`config.mk`:
```
export PLATFORM = sky130hd
export DESIGN_NAME = crc_frame_engine
export DESIGN_NICKNAME = d
export VERILOG_FILES = /design/src/rtl/crc_frame_engine.sv
export SDC_FILE = /design/constraint.sdc
export NUM_CORES = 1
export LEC_CHECK = 0
export ABC_AREA = 1
export CELL_PAD_IN_SITES_DETAIL_PLACEMENT = 2
export CELL_PAD_IN_SITES_GLOBAL_PLACEMENT = 2
export CORE_MARGIN = 4
export CORE_UTILIZATION = 31
export DETAILED_ROUTE_END_ITERATION = 8
export PLACE_DENSITY_LB_ADDON = 0.1
export SLEW_MARGIN = 25
export SYNTH_ARGS = -nofsm -noshare
export SYNTH_HDL_FRONTEND = slang
export SYNTH_SLANG_ARGS = --single-unit
```
`constraint.sdc`:
```
create_clock -name clk -period 3.8 [get_ports clk]
set_input_delay 0.38 -clock clk [delete_from_list [all_inputs] [get_ports clk]]
set_output_delay 0.38 -clock clk [all_outputs]
set_load 0.005 [all_outputs]
```
`src/rtl/crc_frame_engine.sv`:
```
// Frame-aware streaming CRC engine: one unrolled CRC update per accepted beat,
// one backpressured result (CRC + compare flag) per frame.
module crc_frame_engine #(
    parameter int                    POLY_WIDTH = 8,
    parameter logic [POLY_WIDTH-1:0] POLY       = 'h07,
    parameter logic [POLY_WIDTH-1:0] INIT       = 'h00,
    parameter bit                    REFLECT    = 1'b0,
    parameter logic [POLY_WIDTH-1:0] XOR_OUT    = 'h00,
    parameter int                    DATA_WIDTH = 16
) (
    input  logic                           clk,
    input  logic                           reset_n,
    input  logic                           s_valid,
    output logic                           s_ready,
    input  logic [DATA_WIDTH-1:0]          s_data,
    input  logic                           s_sop,
    input  logic                           s_eop,
    input  logic [$clog2(DATA_WIDTH/8):0]  s_bytes,
    input  logic [POLY_WIDTH-1:0]          s_exp_crc,
    output logic                           m_valid,
    input  logic                           m_ready,
    output logic [POLY_WIDTH-1:0]          m_crc,
    output logic                           m_match,
    output logic [15:0]                    frame_cnt,
    output logic [15:0]                    abort_cnt
);

    localparam int NB = DATA_WIDTH / 8;

    typedef enum logic [1:0] {IDLE, ACCUM, RESULT} state_t;

    state_t                state_q, state_d;
    logic [POLY_WIDTH-1:0] crc_q, crc_d, crc_next, crc_fin;
    logic                  live_q;
    logic                  take, done, abort;
    int                    beat_bytes;

    // Bit-serial CRC over the first nbytes bytes, byte 0 first, unrolled in one cycle.
    function automatic logic [POLY_WIDTH-1:0] crc_update(
        input logic [POLY_WIDTH-1:0] crc_in,
        input logic [DATA_WIDTH-1:0] data,
        input int                    nbytes
    );
        logic [POLY_WIDTH-1:0] c;
        logic [7:0]            byt;
        logic                  fb;
        c = crc_in;
        for (int i = 0; i < NB; i++) begin
            if (i < nbytes) begin
                byt = data[DATA_WIDTH-1-8*i -: 8];
                for (int b = 0; b < 8; b++) begin
                    fb = c[POLY_WIDTH-1] ^ (REFLECT ? byt[b] : byt[7-b]);
                    c  = c << 1;
                    if (fb) c = c ^ POLY;
                end
            end
        end
        return c;
    endfunction

    function automatic logic [POLY_WIDTH-1:0] crc_finalize(input logic [POLY_WIDTH-1:0] c);
        logic [POLY_WIDTH-1:0] r;
        r = '0;
        for (int k = 0; k < POLY_WIDTH; k++) begin
            r[k] = REFLECT ? c[POLY_WIDTH-1-k] : c[k];
        end
        return r ^ XOR_OUT;
    endfunction

    // live_q holds s_ready low until the first edge after reset release.
    assign s_ready = live_q && (state_q != RESULT);
    assign m_valid = (state_q == RESULT);
    assign take    = s_valid && s_ready;

    always_comb begin
        beat_bytes = NB;
        if (s_eop && (s_bytes != '0) && (int'(s_bytes) <= NB)) begin
            beat_bytes = int'(s_bytes);
        end
        crc_next = crc_update(s_sop ? INIT : crc_q, s_data, beat_bytes);
        crc_fin  = crc_finalize(crc_next);
    end

    always_comb begin
        state_d = state_q;
        crc_d   = crc_q;
        done    = 1'b0;
        abort   = 1'b0;
        unique case (state_q)
            IDLE: begin
                if (take && s_sop) begin
                    crc_d = crc_next;
                    if (s_eop) begin
                        done    = 1'b1;
                        state_d = RESULT;
                    end else begin
                        state_d = ACCUM;
                    end
                end
            end
            ACCUM: begin
                if (take) begin
                    abort = s_sop;
                    crc_d = crc_next;
                    if (s_eop) begin
                        done    = 1'b1;
                        state_d = RESULT;
                    end
                end
            end
            RESULT: begin
                if (m_ready) state_d = IDLE;
            end
            default: state_d = IDLE;
        endcase
    end

    always_ff @(posedge clk or negedge reset_n) begin
        if (!reset_n) begin
            state_q   <= IDLE;
            crc_q     <= '0;
            live_q    <= 1'b0;
            m_crc     <= '0;
            m_match   <= 1'b0;
            frame_cnt <= '0;
            abort_cnt <= '0;
        end else begin
            state_q <= state_d;
            crc_q   <= crc_d;
            live_q  <= 1'b1;
            if (done) begin
                m_crc     <= crc_fin;
                m_match   <= (crc_fin == s_exp_crc);
                frame_cnt <= frame_cnt + 16'd1;
            end
            if (abort && (abort_cnt != 16'hFFFF)) begin
                abort_cnt <= abort_cnt + 16'd1;
            end
        end
    end

endmodule

```
# Word level (Yosys, flattened, before mapping)
# Cells that the tools add are included.
[totals] inputBits=32 register_bits=52 elab_cells=113 output_inout_bits=43
[classes] bitwise_logic=32 addsub=2 reduce_logical=11 magnitude_cmp=3 eq_ne=9 mux=49
[op_table] op="$mux W8" count=19
[op_table] op="$mux W3" count=16
[op_table] op="$not A3 Y3" count=16
[op_table] op="$add A16 B1 Y16 const B" count=2
[op_table] op="$lt A1 B32 Y1 const A" count=1
[op_table] op="$ne A16 B16 Y1 const B" count=1
[op_table] op="$pmux W8 S2" count=1
[op_table] op="$xor A1 B1 Y1" count=16
[op_table] op="$mux W2" count=6
[op_table] op="$eq A8 B8 Y1" count=1
[op_table] op="$ne A2 B2 Y1 const B" count=4
[op_table] op="$logic_and A1 B1 Y1" count=6
[op_table] op="$pmux W2 S3" count=1
[op_table] op="$mux W1" count=5
[op_table] op="$reduce_and A4 Y1" count=1
[op_table] op="$reduce_bool A2 Y1" count=2
[op_table] op="$reduce_and A3 Y1" count=1
[op_table] op="$eq A2 B1 Y1 const B" count=1
[op_table] op="$eq A2 B2 Y1 const B" count=1
[op_table] op="$le A2 B2 Y1 const B" count=1
[op_table] op="$logic_not A2 Y1" count=1
[op_table] op="$lt A1 B2 Y1 const A" count=1
[op_table] op="$ne A2 B1 Y1 const B" count=1
[op_table] op="$pmux W1 S2" count=1

# Longest topological paths before layout
# Gate-level depths: netlist of the first run.
[depth] word_depth=53 depth_mapped=25 mapped_depth_nobuf=24

# Worst setup path after synthesis of the first run
# No wires, ideal clock.
[synth_timing] path_type="register -> register" start="reg state_q[1]" end="reg frame_cnt[14]" stages_incl_launch_ff=18 t_arrival_ns=1.928 path_buffers=0 setup_slack_ns=1.749 setup_ns=0.123 required_time_ns=3.677 period_less_slack_ns=2.051 cell_sequence="dfrtp_1 inv_1 nor2_1 nor2_4 nand2_1 nand3_1 inv_2 nor3_2 nand2_2 inv_2 nand2_2 nor2_4 nand3_2 nor2_2 nand3_2 nor2_2 nand3_1 xnor2_1"
[synth_via] elab_chain_cells=6 word_cells_on_any_way=9 cone_classes="eq/ne: 2; mux: 3; reduce/logical: 4"
[synth_rtl] element="start, declared" line="32" source="state_t state_q, state_d;"
[synth_rtl] element="start signal, assigned" line="128" source="state_q <= state_d;"
[synth_rtl] element="$ne A2 B2 Y1 (*)" line="71" source="assign s_ready = live_q && (state_q != RESULT);"
[synth_rtl] element="$logic_and A1 B1 Y1 (*)" line="71"
[synth_rtl] element="net s_ready" line="14" source="output logic s_ready,"
[synth_rtl] element="$logic_and A1 B1 Y1 (*)" line="73" source="assign take = s_valid && s_ready;"
[synth_rtl] element="$logic_and A1 B1 Y1" line="91" source="if (take && s_sop) begin"
[synth_rtl] element="$mux W1" line="91"
[synth_rtl] element="$pmux W1 S2 (*)" line="89" source="unique case (state_q)"
[synth_rtl] element="end signal, assigned" line="134" source="frame_cnt <= frame_cnt + 16'd1;"
[synth_rtl] element="end, declared" line="24" source="output logic [15:0] frame_cnt,"
# The timed path passes the listed nets; every way through them passes the cells marked *.
# A chain may end at the register's enable or synchronous reset.

# Worst setup path in the final report of the first run
[layout_timing] start="in s_sop" end="reg m_match"
[layout_via] elab_chain_cells=30 word_cells_on_any_way=69 cone_classes="eq/ne: 1; mux: 35; bitwise: 32; reduce/logical: 1"
[layout_rtl] element="start, declared" line="16" source="input logic s_sop,"
[layout_rtl] element="$mux W8" line="80" source="crc_next = crc_update(s_sop ? INIT : crc_q, s_data, beat_bytes);"
[layout_rtl] element="$xor A1 B1 Y1, or another cell as far along" line="52" source="fb = c[POLY_WIDTH-1] ^ (REFLECT ? byt[b] : byt[7-b]);"
[layout_rtl] element="$mux W3, or another cell as far along" line="54" source="if (fb) c = c ^ POLY;"
[layout_rtl] element="$mux W8, or another cell as far along" line="49" source="if (i < nbytes) begin"
[layout_rtl] element="$not A3 Y3 (no source line), or another cell as far along"
[layout_rtl] element="$mux W3, or another cell as far along" line="54"
[layout_rtl] element="$mux W8, or another cell as far along (6 in a row)" line="49"
[layout_rtl] element="$xor A1 B1 Y1, or another cell as far along" line="52"
[layout_rtl] element="(+4 left out)"
[layout_rtl] element="$mux W8, or another cell as far along" line="49"
[layout_rtl] element="$not A3 Y3 (no source line), or another cell as far along"
[layout_rtl] element="$mux W3, or another cell as far along" line="54"
[layout_rtl] element="$mux W8, or another cell as far along (6 in a row)" line="49"
[layout_rtl] element="$xor A1 B1 Y1, or another cell as far along" line="52"
[layout_rtl] element="$mux W3 / $mux W8 (equally long branches)" line="54, 49"
[layout_rtl] element="$mux W8" line="49"
[layout_rtl] element="$eq A8 B8 Y1" line="133" source="m_match <= (crc_fin == s_exp_crc);"
[layout_rtl] element="end signal, assigned" line="133"
[layout_rtl] element="end, declared" line="23" source="output logic m_match,"
# Parallel ways exist; a longest one is shown, timed or not. The select of a mux whose other input is x is not followed.

==> results.ini, run 1 <==
[worst_setup_path]
cp.required_ns=3.99
reg2reg_slack_ns=1.09
cp_num_buf_inv=4
cp_cell_sequence=clkdlybuf4s50_1, inv_2, nand3_1, nand2_1, inv_2, nand2_2, nand2_1, nand2_1, nand3_1, nand2_1, nand2_1, nand2_1, nand2_1, nand2_1, inv_1, nand2_1, nand2_1, nand2_1, nand2_1, nor2_1, nor2_1, nand2_1, nand2_1
r2r_end=frame_cnt[14]$_DFFE_PN0P_
start_kind=primary input
cp-end-kind=flip-flop
cp.arrival_ns=3.11
cp_slowest_cell=clkdlybuf4s50_1
cpLargestDelayFamily=simple AND/OR/NAND/NOR gates
crit_path_max_incr_delay_ns=0.47
r2r-start=state_q[1]$_DFFE_PN0P_
path_class=in2reg
critPathMaxFanout=16
rr_worst_depth=17
cp_common_cell=nand2_1

[place]
dpl-instance-area_um2=4410
portBuffers=74
gp_congestion=0.840
hpwl_um=9740

[yosys]
yosysMostFrequentCell=nand2_1
synth_ff_type=dfrtp_1
yosys-top-cells-area=dfrtp_1 (37%), nand2_1 (18%), nand3_1 (11%)
netlist_area_um2=3520
yosys_register_bits=52
avgSynthCellArea_um2=7.19
synth_nets=524
ys_warn_count=0
synth_seq_area_share=0.369
synth_area_leader_cell=dfrtp_1
yosys.cell_types.count=32
syn-instance-count=490
netlist.area_leader.share=0.369
async_reset_ff_frac=1.00
synth_edf_count=0
synth_common_cells=nand2_1 (167), nand3_1 (75), dfrtp_1 (52)

[sta]
fin_skew_ns=0.00319
final.period_utilization=0.769
hold_viol=0
worst_slew_pin_slew_ns=0.760
slew_violations=0
holdWs_ns=0.157
fin_crit_ns=2.92
tns_ns=0
slew-limit-headroom=0.493
max_freq_mhz=342
setup_viol=0
rsz0062_at_grt=no

[power_and_ir_drop]
ir_drop_v=0.000221
p_leak_nw=2.23
powerDensity_nw_per_um2=603
power_mw=2.75

[floorplanning]
die_h_um=115
fp-row-count=38
ios=75
coreArea_um2=11000
dieArea_um2=13100
initial_core_util=0.321
fp.dieW_um=115

[route]
antenna_left=0
vias_per_cell=5.05
routed_wirelength_um=12100
drt-initial-drc-count=171
vias=3578
drc_errors=0
post_drt_wl_per_cell_um=17.0
detail_route.first_pass.iterations=4

[clocking]
clock_path_buffers=2
holdBufCountCts=0
ctsHtreeMaxLevel=2
cts_num_sinks=52
cts_buffers=5
postCtsSetupRepairBufs=0
insertion_delay_ns=0.29
cts_tree=built
cts.reportedPaths.clkPinSlew_ns=0.07
cts_root_buf=clkbuf_16
ctsResizeCount=0

[finish]
seqCellArea_um2=1300
drive_above_1_share=0.134
fin_area_um2=4560
n_antenna_cell=0
layout.nets=601
nFillCells=1323
multi_input_area_um2=2010
area_delta_synth_final_pct=29.6

[global_routing]
grt_pass1_wl_um=20000
antenna_found_initial=0
grt_max_degree=33
grt-ovfl-total=0
track_usage=0.191
grt_pass1_vias=3952

[hold_path]
worst_hold_path_type=in2async

[flow_run]
maxCapViolCount=0

[run_status]
outcome=completed

[through the flow]
stage                     worst slack, ns  instances   util
after global routing                0.486        708  0.416
after detailed placement            0.526        700  0.402
after floorplan                      1.75        490      -
after CTS                           0.830        708  0.416
after global placement              0.646        700  0.402
final                               0.876        708  0.416
[power by group]
group | internal (mW) | switching, mW | total (mW)
clock network | 0.263 | 0.202 | 0.464
logic | 0.542 | 0.924 | 1.47
registers | 0.684 | 0.137 | 0.821
total | 1.49 | 1.26 | 2.75
[worst max path at each step]
stage                                       from                        end  slack, ns  cells after the start
after floorplan           state_q[1]$_DFFE_PN0P_  frame_cnt[14]$_DFFE_PN0P_       1.75                     17
after global placement                     s_sop        m_match$_DFFE_PN0P_       0.65                     23
after detailed placement                   s_sop        m_match$_DFFE_PN0P_       0.53                     23
after CTS                                  s_sop        m_match$_DFFE_PN0P_       0.83                     23
after global routing                       s_sop        m_match$_DFFE_PN0P_       0.49                     23
final                                      s_sop        m_match$_DFFE_PN0P_       0.88                     23
[metal layers]
layer | share of wire | global-route usage | vias up
li1 | - | - | 1718
met1 | 0.39 | 0.217 | 1763
met2 | 0.54 | 0.363 | 73
met3 | 0.035 | 0.0227 | 24
met4 | 0.025 | 0.0657 | 0
met5 | 0 | 0 | -
[layout by cell type (no fill, tap or decap), types with 5 or more instances in the layout]
master and instances:
clkdlybuf4s50_1 73, nand3_2 9, inv_2 11, nor2_1 19
xnor2_1 15, nand3_1 75, dfrtp_1 52, o21ai_0 19
nand2_1 167, clkbuf_16 5, xor2_1 15, inv_1 34
nand2_2 32, nand4_1 5
[logic make-up after synthesis]
kind of cell,after synthesis,share of synthesized area
compound gates,21,0.0305
xor+xnor,32,0.0838
fa+ha+maj,2,0.00710
buf+inv,52,0.0593
flops,52,0.369
mux,1,0.00320
other cells,1,0.00106
simple gates,329,0.445
[flip-flops by register name (all words and copies together) (netlist names)]
name       cells
crc_q          8
frame_cnt     16
m_match        1
live_q         1
abort_cnt     16
m_crc          8
state_q        2
[cell type report]
cell class | instances | share of cell area
clock inverters | 1 | 0.00164
multi-input cells | 386 | 0.441
flip-flops and latches | 52 | 0.285
well taps | 140 | 0.0384
clock buffers | 7 | 0.0313
inverters | 46 | 0.0384
repair buffers | 76 | 0.164
(Power assumes the default switching activity.)
==> run 2, diff against run 1 <==
--- a/config.mk
+++ b/config.mk
@@ -9,7 +9,7 @@
 export CELL_PAD_IN_SITES_DETAIL_PLACEMENT = 2
 export CELL_PAD_IN_SITES_GLOBAL_PLACEMENT = 2
 export CORE_MARGIN = 4
-export CORE_UTILIZATION = 31
+export CORE_UTILIZATION = 28
 export DETAILED_ROUTE_END_ITERATION = 8
 export PLACE_DENSITY_LB_ADDON = 0.1
 export SLEW_MARGIN = 25
==> constraint.sdc (replaced) <==
create_clock -name clk -period 2.8 [get_ports clk]
set_input_delay 0.28 -clock clk [delete_from_list [all_inputs] [get_ports clk]]
set_output_delay 0.28 -clock clk [all_outputs]
set_load 0.005 [all_outputs]
==> run 2 against run 1 <==
Net effect: sequential share of layout area is 1.6 points lower; power is 45% higher; critical path depth is 6 lower; routed wire length is 2.9% lower; global-route usage is 2.2 points lower; clock skew is 0.0045 ns higher; largest power group unchanged; first-iteration DRC count is 37% lower; critical path type is now reg2reg; setup slack worse by 0.57 ns.
==> results.ini, run 2 (synthesized netlist as in run 1, its figures left out) <==
[worst_setup_path]
crit_end=frame_cnt[14]$_DFFE_PN0P_
critPathMaxFanout=7  ; -9
cp.required_ns=2.98  ; -1.01 ns
cp_num_buf_inv=3  ; -1
critical_path_depth=17  ; -26%
r2r_end=frame_cnt[14]$_DFFE_PN0P_
crit_path_max_incr_delay_ns=0.42  ; -0.05 ns
cp_slowest_cell=dfrtp_1
cp_cell_sequence=inv_1, nor2_1, nor2_4, nand2_1, nand3_1, inv_2, nor3_2, nand2_2, inv_2, nand2_2, nor2_4, nand3_2, nor2_2, nand3_2, nor2_2, nand3_1, xnor2_1
path_class=reg2reg
r2r-start=state_q[1]$_DFFE_PN0P_
crit_start=state_q[1]$_DFFE_PN0P_
reg2reg_slack_ns=0.31  ; -0.78 ns
cp.arrival_ns=2.67  ; -0.44 ns
start_kind=flip-flop
cpLargestDelayFamily=simple AND/OR/NAND/NOR gates
cp-end-kind=flip-flop
rr_worst_depth=17  ; unchanged

[sta]
tns_ns=0  ; unchanged
hold_viol=0  ; unchanged
fin_skew_ns=0.00771  ; +0.00452 ns
slew_violations=0  ; unchanged
setup_viol=0  ; unchanged
max_freq_mhz=401
final.period_utilization=0.890
worst_slew_pin_slew_ns=0.502  ; -0.258 ns
slew-limit-headroom=0.665  ; +0.172
rsz0062_at_grt=no
fin_crit_ns=2.49

[floorplanning]
coreArea_um2=12200  ; +11%
initial_core_util=0.290  ; -0.0311
die_h_um=120  ; +4.9%
dieArea_um2=14400  ; +9.9%
ios=75  ; unchanged
fp.dieW_um=120  ; +4.9%
fp-row-count=40  ; +5.3%

[global_routing]
grt_pass1_wl_um=19600  ; -1.7%
grt-ovfl-total=0  ; unchanged
antenna_found_initial=0  ; unchanged
grt_max_degree=20  ; -39%
track_usage=0.169  ; -0.0219
grt_pass1_vias=3938  ; -0.35%

[power_and_ir_drop]
ir_drop_v=0.000277  ; +25%
clkPwrFrac=0.182  ; +0.013
intPower_mw=2.24  ; +50%
power_frac_seq=0.277  ; -0.021
power.switching_mw=1.75  ; +39%
p_sw_frac=0.439  ; -0.0198
pwr-share-comb=0.541  ; +0.008
p_leak_nw=2.35  ; +5.2%
powerDensity_nw_per_um2=827  ; +37%
power_mw=3.99  ; +45%

[place]
dp.cells=738  ; +5.4%
portBuffers=74  ; unchanged
gp_congestion=0.799  ; -5.0%
hpwl_um=9860  ; +1.2%

[finish]
mostFrequentLayoutCells=nand2_1 (159), nand3_1 (72), clkdlybuf4s50_1 (72)
final_common_cell=nand2_1
drive_above_1_share=0.175  ; +0.0415
layout.nets=615  ; +2.3%
reg.largest.list=abort_cnt: 16 flops, frame_cnt: 16 flops
fin_cells=750  ; +5.9%
n_antenna_cell=0  ; unchanged
area_delta_synth_final_pct=37.1

[route]
vias_per_cell=4.75  ; -6.0%
routed_wirelength_um=11700  ; -2.9%
drc_errors=0  ; unchanged
post_drt_wl_per_cell_um=15.6  ; -8.3%
vias=3562  ; -0.45%
antenna_left=0  ; unchanged
drt-initial-drc-count=107  ; -37%
detail_route.first_pass.iterations=4  ; unchanged

[flow_run]
maxCapViolCount=0  ; unchanged

[clocking]
cts_root_buf=clkbuf_16
cts_tree=built
cts_buffers=5  ; unchanged
ctsHtreeMaxLevel=2  ; unchanged
cts.reportedPaths.clkPinSlew_ns=0.07  ; about the same
insertion_delay_ns=0.29  ; about the same
clock_path_buffers=2  ; unchanged
cts_num_sinks=52  ; unchanged

[run_status]
outcome=completed

[hold_path]
worst_hold_path_type=in2async

[run 2: worst reg2reg max path: cells and delay by family, from the launching register on]
family	cells	cell delay (ns)
AND/OR/NAND/NOR	13	1.50
flip-flops	1	0.42
buffers and inverters	3	0.31
XOR/XNOR	1	0.13
[run 2: final cells by class]
type	count	area, µm²
fillers	1436	7330
multi-input cells	386	2090
flip-flops and latches	52	1300
repair buffers	90	873
well taps	168	210
inverters	46	175
clock buffers	6	139
clock inverters	2	38.8
[run 2: power by group through the flow]
stage | combinational (mW) | sequential (mW) | clock (mW)
2_1_floorplan | 1.28 | 1.08 | 0
3_3_place_gp | 2.00 | 1.12 | 0
3_5_place_dp | 2.09 | 1.13 | 0
4_1_cts | 2.12 | 1.11 | 0.745
5_1_grt | 2.46 | 1.13 | 0.786
6_report | 2.16 | 1.10 | 0.728
[run 2: per-stage QoR]
stage	utilization	instance area [µm²]	worst slack, ns	hold WS [ns]
2_1_floorplan	-	3520	0.749	-0.0156
3_3_place_gp	0.373	4540	-0.0772	0.230
3_5_place_dp	0.373	4540	-0.154	0.232
4_1_cts	0.388	4720	0.139	0.455
5_1_grt	0.397	4830	0.0514	0.478
6_report	0.397	4830	0.307	0.446
[run 2: worst min-delay path by stage]
stage / from / endpoint / cells past startpoint
2_1_floorplan: reset_n / abort_cnt[0]$_DFFE_PN0P_ / 0
3_3_place_gp: reset_n / abort_cnt[3]$_DFFE_PN0P_ / 1
3_5_place_dp: reset_n / abort_cnt[3]$_DFFE_PN0P_ / 1
4_1_cts: reset_n / frame_cnt[15]$_DFFE_PN0P_ / 2
5_1_grt: reset_n / frame_cnt[15]$_DFFE_PN0P_ / 2
6_report: reset_n / abort_cnt[15]$_DFFE_PN0P_ / 2
[run 2: repair_timing]
action / in CTS / in global routing
hold endpoints to repair: 15 / 0
endpoints found under the setup margin: 0 / 3
hold buffers: 1 / 0
gates resized for setup: 0 / 19
buffers inserted: 0 / 3
[run 2: routing by layer]
layer | share of wire | track usage | up-vias | routed length (µm)
met5 | 0 | 0 | - | 0
met4 | 0.011 | 0.0379 | 0 | 131
met3 | 0.023 | 0.0179 | 8 | 268
met2 | 0.56 | 0.340 | 44 | 6590
met1 | 0.40 | 0.187 | 1762 | 4730
li1 | - | - | 1748 | -
==> run 3, diff against run 2 <==
--- a/config.mk
+++ b/config.mk
@@ -8,11 +8,13 @@
 export ABC_AREA = 1
 export CELL_PAD_IN_SITES_DETAIL_PLACEMENT = 2
 export CELL_PAD_IN_SITES_GLOBAL_PLACEMENT = 2
+export CORE_ASPECT_RATIO = 1.4
 export CORE_MARGIN = 4
 export CORE_UTILIZATION = 28
 export DETAILED_ROUTE_END_ITERATION = 8
-export PLACE_DENSITY_LB_ADDON = 0.1
+export PLACE_DENSITY_LB_ADDON = 0.3
 export SLEW_MARGIN = 25
 export SYNTH_ARGS = -nofsm -noshare
 export SYNTH_HDL_FRONTEND = slang
 export SYNTH_SLANG_ARGS = --single-unit
+export TNS_END_PERCENT = 20
==> run 3 against run 2 <==
Net effect: utilization shrank 0.63 points; first-iteration DRC count shrank 36%; critical path depth is 5 lower; largest power group unchanged; sequential power hardly changed; clock-buffer cell count shrank 1; die area increased by 0.18%; combinational power rose by 4%; flip-flop and latch count stayed put; setup slack gained 0.020 ns; fmax rose by 0.79%.
==> results.ini, run 3 (synthesized netlist as in run 1, its figures left out) <==
[route]
vias=3635  ; +2.0%
routed_wirelength_um=12100  ; +3.1%
detail_route.first_pass.iterations=3  ; -1
drt-initial-drc-count=69  ; -36%
post_drt_wl_per_cell_um=16.2  ; +3.5%
vias_per_cell=4.87  ; +2.5%
drc_errors=0  ; unchanged
antenna_left=0  ; unchanged

[sta]
slew-limit-headroom=0.608  ; -0.0572
final.period_utilization=0.883  ; -0.00700
slew_violations=0  ; unchanged
max_freq_mhz=404  ; +0.79%
setup_viol=0  ; unchanged
fin_crit_ns=2.47  ; -0.0196 ns
fin_skew_ns=0.00699  ; -0.000717 ns
hold_viol=0  ; unchanged
holdWs_ns=0.358  ; -0.0883 ns
rsz0062_at_grt=no
worst_slew_pin_slew_ns=0.588  ; +0.0864 ns

[flow_run]
maxCapViolCount=0  ; unchanged

[power_and_ir_drop]
pwr-share-comb=0.564  ; +0.023
power_frac_seq=0.277  ; about the same
ir_drop_v=0.000314  ; +13%
p_sw_frac=0.445  ; +0.00638
power.switching_mw=1.78  ; +1.4%
intPower_mw=2.21  ; -1.2%
clkPwrFrac=0.159  ; -0.023
power_mw=3.99  ; about the same
p_leak_nw=2.38  ; +1.3%
powerDensity_nw_per_um2=829  ; +0.27%

[global_routing]
grt_max_degree=46  ; +130%
grt_pass1_vias=4106  ; +4.3%
grt_use_met3=0.0134  ; -0.00454
track_usage=0.174  ; +0.00563
grt_pass1_wl_um=20100  ; +2.4%
gr-max-usage-layer=met2
grt_use_met1=0.187  ; -0.000625
antenna_found_initial=0  ; unchanged
use_met2=0.354  ; +0.0143
grt-ovfl-total=0  ; unchanged

[floorplanning]
die_h_um=141  ; +17%
fp.dieW_um=103  ; -14%
fp-row-count=48  ; +20%
dieArea_um2=14500  ; +0.18%
initial_core_util=0.286  ; -0.00353
coreArea_um2=12300  ; +1.2%
ios=75  ; unchanged

[worst_setup_path]
rr_worst_depth=12  ; -5
cp.required_ns=3.02  ; +0.04 ns
cp-end-kind=flip-flop
path_class=reg2reg
r2r_end=abort_cnt[15]$_DFFE_PN0P_
reg2reg_slack_ns=0.33  ; +0.02 ns
start_kind=flip-flop
r2r-start=state_q[1]$_DFFE_PN0P_
cp.arrival_ns=2.69  ; +0.02 ns
critPathMaxFanout=5  ; -2

[clocking]
insertion_delay_ns=0.30  ; about the same
cts_buffers=5  ; unchanged
cts_root_buf=clkbuf_16
ctsHtreeMaxLevel=2  ; unchanged
clock_path_buffers=2  ; unchanged
cts.reportedPaths.clkPinSlew_ns=0.07  ; about the same
cts_tree=built
postCtsSetupRepairBufs=0  ; unchanged
cts_num_sinks=52  ; unchanged

[place]
gp_congestion=0.735  ; -8.0%
hpwl_um=9950  ; +0.92%
dp.cells=738  ; unchanged
portBuffers=74  ; unchanged

[finish]
layout.nets=630  ; +2.4%
drive_above_1_share=0.183  ; +0.00732
reg.largest.list=abort_cnt: 16 flops, frame_cnt: 16 flops
n_antenna_cell=0  ; unchanged
mostFrequentLayoutCells=nand2_1 (164), nand3_1 (75), clkdlybuf4s50_1 (72)
area_delta_synth_final_pct=36.6
final_common_cell=nand2_1
fin_cells=747  ; -0.40%

[run_status]
outcome=completed

[hold_path]
worst_hold_path_type=in2async

## run 3: layout make-up
type / count / area [µm²]
clock buffers: 5 / 125
clock inverters: 3 / 25.0
fillers: 1468 / 7500
inverters: 46 / 178
multi-input cells: 386 / 2020
flip-flops and latches: 52 / 1300
well taps: 150 / 188
repair buffers: 105 / 973
## run 3: through the flow
| stage | setup WS [ns] | util | setup TNS (ns) | cell area [µm²] |
|---|---|---|---|---|
| 2_1_floorplan | 0.749 | - | 0 | 3520 |
| 3_3_place_gp | -0.210 | 0.377 | -0.481 | 4640 |
| 3_5_place_dp | -0.356 | 0.377 | -1.47 | 4640 |
| 4_1_cts | 0.000732 | 0.390 | 0 | 4800 |
| 5_1_grt | 0.0737 | 0.391 | 0 | 4810 |
| 6_report | 0.326 | 0.391 | 0 | 4810 |
## run 3: how the worst max path moves through the flow
stage                                 to  slack (ns)                   start  cells past startpoint
2_1_floorplan  frame_cnt[14]$_DFFE_PN0P_        0.75  state_q[1]$_DFFE_PN0P_                     17
3_3_place_gp         m_match$_DFFE_PN0P_       -0.21                   s_sop                     23
3_5_place_dp         m_match$_DFFE_PN0P_       -0.36                   s_sop                     23
4_1_cts              m_match$_DFFE_PN0P_      0.0007                   s_sop                     23
5_1_grt        frame_cnt[15]$_DFFE_PN0P_        0.07  state_q[1]$_DFFE_PN0P_                     15
6_report       abort_cnt[15]$_DFFE_PN0P_        0.33  state_q[1]$_DFFE_PN0P_                     12
## run 3: critical path, cell delays in order, from the launching register on
cell and delay (ns):
dfrtp_1 0.43, inv_1 0.11, nor2_1 0.10, nor2_4 0.12
nand3_1 0.15, nor2_2 0.19, nand2_1 0.18, nor2_1 0.22
nand3_1 0.15, nor2_1 0.20, nand3_1 0.19, nor3_2 0.16
xor2_1 0.17
## run 3: layer usage
layer,up-vias,share of wire
met5,-,0
li1,1780,-
met2,50,0.58
met1,1798,0.38
met3,7,0.024
met4,0,0.011
## run 3: power by group through the flow
| stage | sequential, mW | combinational (mW) | clock (mW) |
|---|---|---|---|
| floorplan | 1.08 | 1.28 | 0 |
| CTS | 1.11 | 2.30 | 0.662 |
| finish | 1.10 | 2.25 | 0.635 |
| detailed placement | 1.12 | 2.27 | 0 |
| global route | 1.13 | 2.55 | 0.687 |
| global placement | 1.11 | 2.17 | 0 |
## run 3: timing repair
item / in CTS / in global routing
hold buffers: 1 / 0
endpoints found under the setup margin: 1 / 9
endpoints found under the hold margin: 7 / 0
resized for setup: 1 / 5
